===== config.mk =====
export PLATFORM = sky130hd
export DESIGN_NAME = reg_write_stage
export DESIGN_NICKNAME = d
export VERILOG_FILES = /design/src/rtl/reg_write_stage.sv
export SDC_FILE = /design/constraint.sdc
export NUM_CORES = 1
export LEC_CHECK = 0
export ABC_AREA = 1
export CORE_AREA = 2 2 238 240
export DETAILED_ROUTE_END_ITERATION = 10
export DIE_AREA = 0 0 240 242
export MAX_ROUTING_LAYER = met4
export PLACE_DENSITY = 0.46
export REMOVE_ABC_BUFFERS = 1
export SKIP_CTS_REPAIR_TIMING = 1
export SLEW_MARGIN = 30
export SYNTH_ARGS = -nofsm -noshare
export SYNTH_HDL_FRONTEND = slang
export SYNTH_SLANG_ARGS = --single-unit

===== constraint.sdc =====
create_clock -name clk -period 4.88 [get_ports clk]
set_clock_uncertainty 0.15 [all_clocks]
set_input_delay 0.732 -clock clk [delete_from_list [all_inputs] [get_ports clk]]
set_output_delay 0.732 -clock clk [all_outputs]
set_load 0.02 [all_outputs]

===== src/rtl/reg_write_stage.sv =====
// reg_write_stage
//   Final pipeline stage. Retires one op per cycle from the execute stage:
//   commits its result to the int or fp register file and counts retired
//   instructions. Traps and xRETs are sequenced through a small FSM. The FSM
//   pulses the CSR unit, then redirects fetch, and stalls upstream until the
//   sequence ends.
//
// Ports
//   clk, rst                  clock, synchronous active-high reset
//   in_*                      registered op from the execute stage
//   csr_trap_vector, csr_epc  redirect targets supplied by the CSR unit
//   int_we/waddr/wdata        int register file write port (zero latency)
//   fp_we/waddr/wdata         fp register file write port (zero latency)
//   csr_trap_begin            one-cycle pulse; the CSR unit latches csr_trap_cause/value/pc
//   csr_trap_return           one-cycle pulse; the CSR unit restores privilege
//   redirect_valid/pc         one-cycle fetch redirect
//   stall_req                 hold upstream stages
//   retired_count             retired-instruction counter (wraps)
//   debug_retire_*            retire trace
module reg_write_stage #(
    parameter int XLEN        = 32,
    parameter int FLEN        = 64,
    parameter int CAUSE_WIDTH = 4,
    parameter int COUNT_WIDTH = 64
) (
    input  logic                   clk,
    input  logic                   rst,
    input  logic                   in_valid,
    input  logic [XLEN-1:0]        in_pc,
    input  logic [31:0]            in_insn,
    input  logic                   in_reg_write_enable,
    input  logic                   in_dst_reg_type,
    input  logic [4:0]             in_dst_reg_addr,
    input  logic [XLEN-1:0]        in_dst_int_value,
    input  logic [FLEN-1:0]        in_dst_fp_value,
    input  logic                   in_trap_valid,
    input  logic [CAUSE_WIDTH-1:0] in_trap_cause,
    input  logic [XLEN-1:0]        in_trap_value,
    input  logic                   in_trap_return,
    input  logic [XLEN-1:0]        csr_trap_vector,
    input  logic [XLEN-1:0]        csr_epc,
    output logic                   int_we,
    output logic [4:0]             int_waddr,
    output logic [XLEN-1:0]        int_wdata,
    output logic                   fp_we,
    output logic [4:0]             fp_waddr,
    output logic [FLEN-1:0]        fp_wdata,
    output logic                   csr_trap_begin,
    output logic [CAUSE_WIDTH-1:0] csr_trap_cause,
    output logic [XLEN-1:0]        csr_trap_value,
    output logic [XLEN-1:0]        csr_trap_pc,
    output logic                   csr_trap_return,
    output logic                   redirect_valid,
    output logic [XLEN-1:0]        redirect_pc,
    output logic                   stall_req,
    output logic [COUNT_WIDTH-1:0] retired_count,
    output logic                   debug_retire_valid,
    output logic [XLEN-1:0]        debug_retire_pc,
    output logic [31:0]            debug_retire_insn
);

    localparam logic [2:0] IDLE          = 3'd0;
    localparam logic [2:0] TRAP_CSR      = 3'd1;
    localparam logic [2:0] TRAP_REDIRECT = 3'd2;
    localparam logic [2:0] RET_CSR       = 3'd3;
    localparam logic [2:0] RET_REDIRECT  = 3'd4;

    logic [2:0] state;
    logic [2:0] state_next;

    logic idle;
    logic commit;
    logic trap_accept;
    logic ret_accept;

    // Op classification. Only IDLE looks at in_valid; while a sequence runs
    // the upstream contents are about to be flushed by the redirect.
    always_comb begin
        idle        = (state == IDLE);
        trap_accept = idle && in_valid && in_trap_valid;
        ret_accept  = idle && in_valid && in_trap_return && !in_trap_valid;
        commit      = idle && in_valid && !in_trap_valid && !in_trap_return;
    end

    // Register file write ports. x0 is hardwired zero, but f0 is a real register.
    always_comb begin
        int_we    = commit && in_reg_write_enable && !in_dst_reg_type &&
                    (in_dst_reg_addr != 5'd0);
        fp_we     = commit && in_reg_write_enable && in_dst_reg_type;
        int_waddr = int_we ? in_dst_reg_addr  : 5'd0;
        int_wdata = int_we ? in_dst_int_value : '0;
        fp_waddr  = fp_we  ? in_dst_reg_addr  : 5'd0;
        fp_wdata  = fp_we  ? in_dst_fp_value  : '0;
    end

    // Retire trace. An xRET retires, but a trapping op does not.
    always_comb begin
        debug_retire_valid = commit || ret_accept;
        debug_retire_pc    = debug_retire_valid ? in_pc   : '0;
        debug_retire_insn  = debug_retire_valid ? in_insn : 32'd0;
    end

    // Sequence outputs. Redirect targets are sampled in the redirect cycle,
    // so the CSR unit has had the pulse cycle to update them.
    always_comb begin
        csr_trap_begin  = (state == TRAP_CSR);
        csr_trap_return = (state == RET_CSR);
        redirect_valid  = (state == TRAP_REDIRECT) || (state == RET_REDIRECT);
        redirect_pc     = '0;
        if (state == TRAP_REDIRECT) begin
            redirect_pc = csr_trap_vector;
        end else if (state == RET_REDIRECT) begin
            redirect_pc = csr_epc;
        end
        stall_req = !idle || trap_accept || ret_accept;
    end

    always_comb begin
        state_next = state;
        case (state)
            IDLE: begin
                if (trap_accept) begin
                    state_next = TRAP_CSR;
                end else if (ret_accept) begin
                    state_next = RET_CSR;
                end
            end
            TRAP_CSR:      state_next = TRAP_REDIRECT;
            TRAP_REDIRECT: state_next = IDLE;
            RET_CSR:       state_next = RET_REDIRECT;
            RET_REDIRECT:  state_next = IDLE;
            default:       state_next = IDLE;
        endcase
    end

    // State, retire counter and captured trap data
    always_ff @(posedge clk) begin
        if (rst) begin
            state          <= IDLE;
            retired_count  <= '0;
            csr_trap_cause <= '0;
            csr_trap_value <= '0;
            csr_trap_pc    <= '0;
        end else begin
            state <= state_next;
            if (commit || ret_accept) begin
                retired_count <= retired_count + COUNT_WIDTH'(1);
            end
            if (trap_accept) begin
                csr_trap_cause <= in_trap_cause;
                csr_trap_value <= in_trap_value;
                csr_trap_pc    <= in_pc;
            end
        end
    end

endmodule


== Word-level counts from Yosys, hierarchy flattened ==
Cells that the tools add are included.
Storage, ports and cells
  input port bits: 272
  logic and storage cells: 42
  output and inout bits: 341
  register bits after elaboration: 135
Operators by class
  equal/unequal tests: 5
  add/subtract/negate cells: 1
  mux-type cells: 11
  reductions and logical operators: 20
Operators with widths (count)
  two-way mux 32 bit: 5
  adder 64 x 1 -> 64 bit (second input constant): 1
  two-way mux 64 bit: 1
  logical AND 1 bit: 10
  two-way mux 5 bit: 2
  case mux 3 bit (3 select lines): 1
  equality test 3 x 2 -> 1 bit (second input constant): 2
  two-way mux 3 bit: 2
  nonzero test 5 bit: 1
  logical NOT 1 bit: 4
  logical OR 1 bit: 4
  equality test 3 x 1 -> 1 bit (second input constant): 1
  equality test 3 bit (second input constant): 1
  logical NOT 3 bit: 1
  inequality test 3 x 1 -> 1 bit (second input constant): 1

== Depth between registers and ports, before layout ==
  word-level depth: 8
  depth in mapped cells: 11
  depth with buffers taken out: 11

== Worst setup path before layout ==
OpenSTA, ideal clock, no wires.
  kind: input to output
  start: in in_trap_valid
  end: out fp_wdata[53]
  setup slack: 1794 ps
  data required time: 3998 ps
  stages on the path: 7
  arrival time: 2204 ps
  buffers on the path: 2
  path through: inv_1 > nand4_4 > nor4_2 > inv_2 > buf_2 > buf_6 > nor2_1
Between the ends
  longest elaborated chain between the ends: 6
Ends and longest elaborated chain
  from (decl): line 36  | input logic in_trap_valid,
  logical NOT 1 bit: line 82  | commit = idle && in_valid && !in_trap_valid && !in_trap_return;
  logical AND 1 bit (2 in series): line 82
  logical AND 1 bit (2 in series): line 89  | fp_we = commit && in_reg_write_enable && in_dst_reg_type;
  via fp_we: line 45  | output logic fp_we,
  two-way mux 64 bit: line 93  | fp_wdata = fp_we ? in_dst_fp_value : '0;
  to (decl): line 47  | output logic [FLEN-1:0] fp_wdata,
The timed path passes the listed nets, and every way through them passes these cells.

== Worst setup path in the final report ==
  start: in in_valid
  end: out int_waddr[4]
Between the ends
  longest elaborated chain between the ends: 7
Ends and longest elaborated chain
  from (decl): line 28  | input logic in_valid,
  logical AND 1 bit (3 in series): line 82
  logical AND 1 bit (3 in series): line 87  | int_we = commit && in_reg_write_enable && !in_dst_reg_type &&
  two-way mux 5 bit: line 90  | int_waddr = int_we ? in_dst_reg_addr : 5'd0;
  to (decl): line 43  | output logic [4:0] int_waddr,
Every way passes these cells.

==> impl_metrics.toml <==
[status]
status = "finished, final reports clean"

[sta]
hold-worst-slack_ns = 0.362
fmax_mhz = 240
hold_viol = 0
rsz0062_at_grt = "no"
period_needed_ns = 4.16
fin_crit_sh_pct = 85.2
relSlewSlack_pct = 41.8
setup_viol = 0
worst_slew_pin_slew_ns = 0.870
slew_viol_final = 0

[synthesis]
ys_seq_area_share_pct = 34.1
syn_area_um2 = 7930
async_reset_ff_share_pct = 0
syn_area_per_cell_um2 = 5.81
synth_top_area_share_pct = 34.1
synth.top_cells.by_count = "nor2_1 (403), inv_1 (277), nand2_1 (168)"
syn_inst = 1366
synth_most_common_cell = "nor2_1"
yosys_warnings = 0
synth_top_area_cell = "dfxtp_1"
ys_ff_latch = 135
synth_cell_types = 37
synth_ff_type = "dfxtp_1"
synth-edff-count = 0
yosys-top-cells-area = "dfxtp_1 (34%), nor2_1 (19%), inv_1 (13%)"

[clock_network]
cts_tree = "done"
path_clk_slew_ns = 0.07
cts_buffers = 17
clk_latency_ns = 0.44
cts_num_sinks = 135
cts_buffer_depth = 2
root_buffer = "clkbuf_16"
htreeDepth = 4

[routing]
drtIter0Drc = 699
post-route-drc-count = 0
vias = 10600
drt.antenna.violating_nets = 0
first_pass_iters = 5
wl_per_cell_um = 21.5
drt-total-wl_um = 59100
vias_per_cell = 3.88

[worst_setup_path]
critPathKind = "input port to primary output"
path_max_fanout = 4
cp_common_cell = "clkdlybuf4s50_1"
slowest_stage = "clkdlybuf4s50_1"
cp.required_ns = 4.00
cp-start-kind = "input port"
cp.buffers_inverters = 2
end_kind = "primary output"
crit_arrival_ns = 3.28
critPathMaxStageDelay_ns = 0.75
r2r_cells = 10
crit_cells = 6
cpLargestDelayFamily = "buffers and inverters"
worstPathCellList = "clkdlybuf4s50_1 > nand3_2 > nor2_2 > nand4_2 > nor2_1 > clkdlybuf4s50_1"

[power_and_ir_drop]
p_per_area_nw_per_um2 = 303
power.net_switching_mw = 1.85
internal-power_mw = 2.93
ir_drop_uv = 215
pwr-share-seq_pct = 27.0
swShare_pct = 38.7
pwr-share-clk_pct = 29.4
combPwrFrac_pct = 43.6
leakagePower_nw = 6.48

[grt]
grt_pass1_vias = 10500
grt_pass1_wl_um = 80900
track_usage_pct = 20.4
grt.overflow.total = 0
grt_max_degree = 81
antenna_found_initial = 27

[floorplan]
design.core.area_um2 = 55700
row_count = 87
dieWidth_um = 240
num_io_pins = 613
die_h_um = 242
dieArea_um2 = 58100
start_util_pct = 14.2

[hold_path]
min_path_cells = 2
min_path_type = "register to register"

[cells_and_area]
drive_gt1_share_pct = 5.08
nets = 2228
syn2layout_area_growth_pct = 98.8
fin_cells = 2744
final_cell_area_um2 = 15800

[placed_design]
place_congestion = 1.03
placed_area_um2 = 15100
dp.final_hpwl_um = 50800
numPortBuffers = 612
dp_cells = 2692

[run]
cap_violations = 0
-- power groups by stage --
stage	clock network (mW)	logic (mW)	registers (mW)
2_1_floorplan	0	0.681	1.47
3_3_place_gp	0	2.10	1.31
3_5_place_dp	0	2.10	1.31
4_1_cts	1.45	2.12	1.29
5_1_grt	1.49	2.21	1.31
6_report	1.41	2.08	1.29
-- cell type report --
type	count	area, um2
diodes	20	50.0
clock buffers	19	453
clock inverters	13	173
fillers	6213	40000
inverters	282	1060
multi-input cells	891	3900
flip-flops and latches	135	2700
well taps	756	946
repair buffers	628	6480
-- flip-flops by register name, summed over array words and instances (netlist names) --
register and count:
state 3, csr_trap_value 32, retired_count 64, csr_trap_cause 4, csr_trap_pc 32
-- tightest hold or removal path: cells and delay by family (launching register included) --
family,cells,cell delay (ns)
DFF,1,0.34
and+or+nand+nor,1,0.07
AOI/OAI and AO/OA,1,0.06
-- kinds of logic (layout without fill, tap and decap cells) --
logic type               after synthesis  after routing  synth area share [%]
AND/OR/NAND/NOR                      698            698                  36.1
buffers and inverters                340            942                  16.8
AO/OA/AOI/OAI                        183            183                  11.8
flip-flops                           135            135                  34.1
XOR/XNOR                               9              9                 0.994
adder cells (fa/ha/maj)                1              1                 0.158
other                                  0             20                     0
-- through the flow --
step	power, mW	setup WS (ns)	util [%]	setup TNS [ns]
CTS	4.86	0.745	28.2	0
detailed placement	3.42	0.750	27.1	0
floorplan	2.15	-1.09	-	-39.34
global route	5.01	0.644	28.3	0
finish	4.78	0.721	28.3	0
global placement	3.41	0.706	27.0	0
-- layer usage --
metal,global-route usage (%),vias to the layer above,wire length [um]
li1,-,5344,-
met1,25.5,4900,26400
met2,31.7,373,27100
met3,7.66,22,5090
met4,3.16,0,484
met5,-,-,0
-- worst paths after layout --
path	endpoint	startpoint	slack, ns
worst max-delay path	int_waddr[4]	in_valid	0.72
worst min-delay path	retired_count[1]$_SDFFE_PP0N_	retired_count[1]$_SDFFE_PP0N_	0.36
worst max register to register	retired_count[60]$_SDFFE_PP0N_	retired_count[0]$_SDFFE_PP0N_	2.44
worst min register to register	retired_count[1]$_SDFFE_PP0N_	retired_count[1]$_SDFFE_PP0N_	0.36
-- layout by cell type (no fill, tap or decap), types with 3 or more instances in the layout --
cell             count
nand3_1             73
inv_1              277
buf_4               27
nor3_1              20
diode_2             20
inv_2                4
dfxtp_1            135
xor2_1               8
clkinv_4             3
nor3b_1              3
nor2_1             402
nand4_1             15
buf_12              24
bufinv_16            3
clkinvlp_4           6
o21ai_0            117
clkbuf_16           17
nor2_2               4
nand2_1            168
clkdlybuf4s50_1    576
a21oi_1             59
Power figures use the tool's default switching activity.
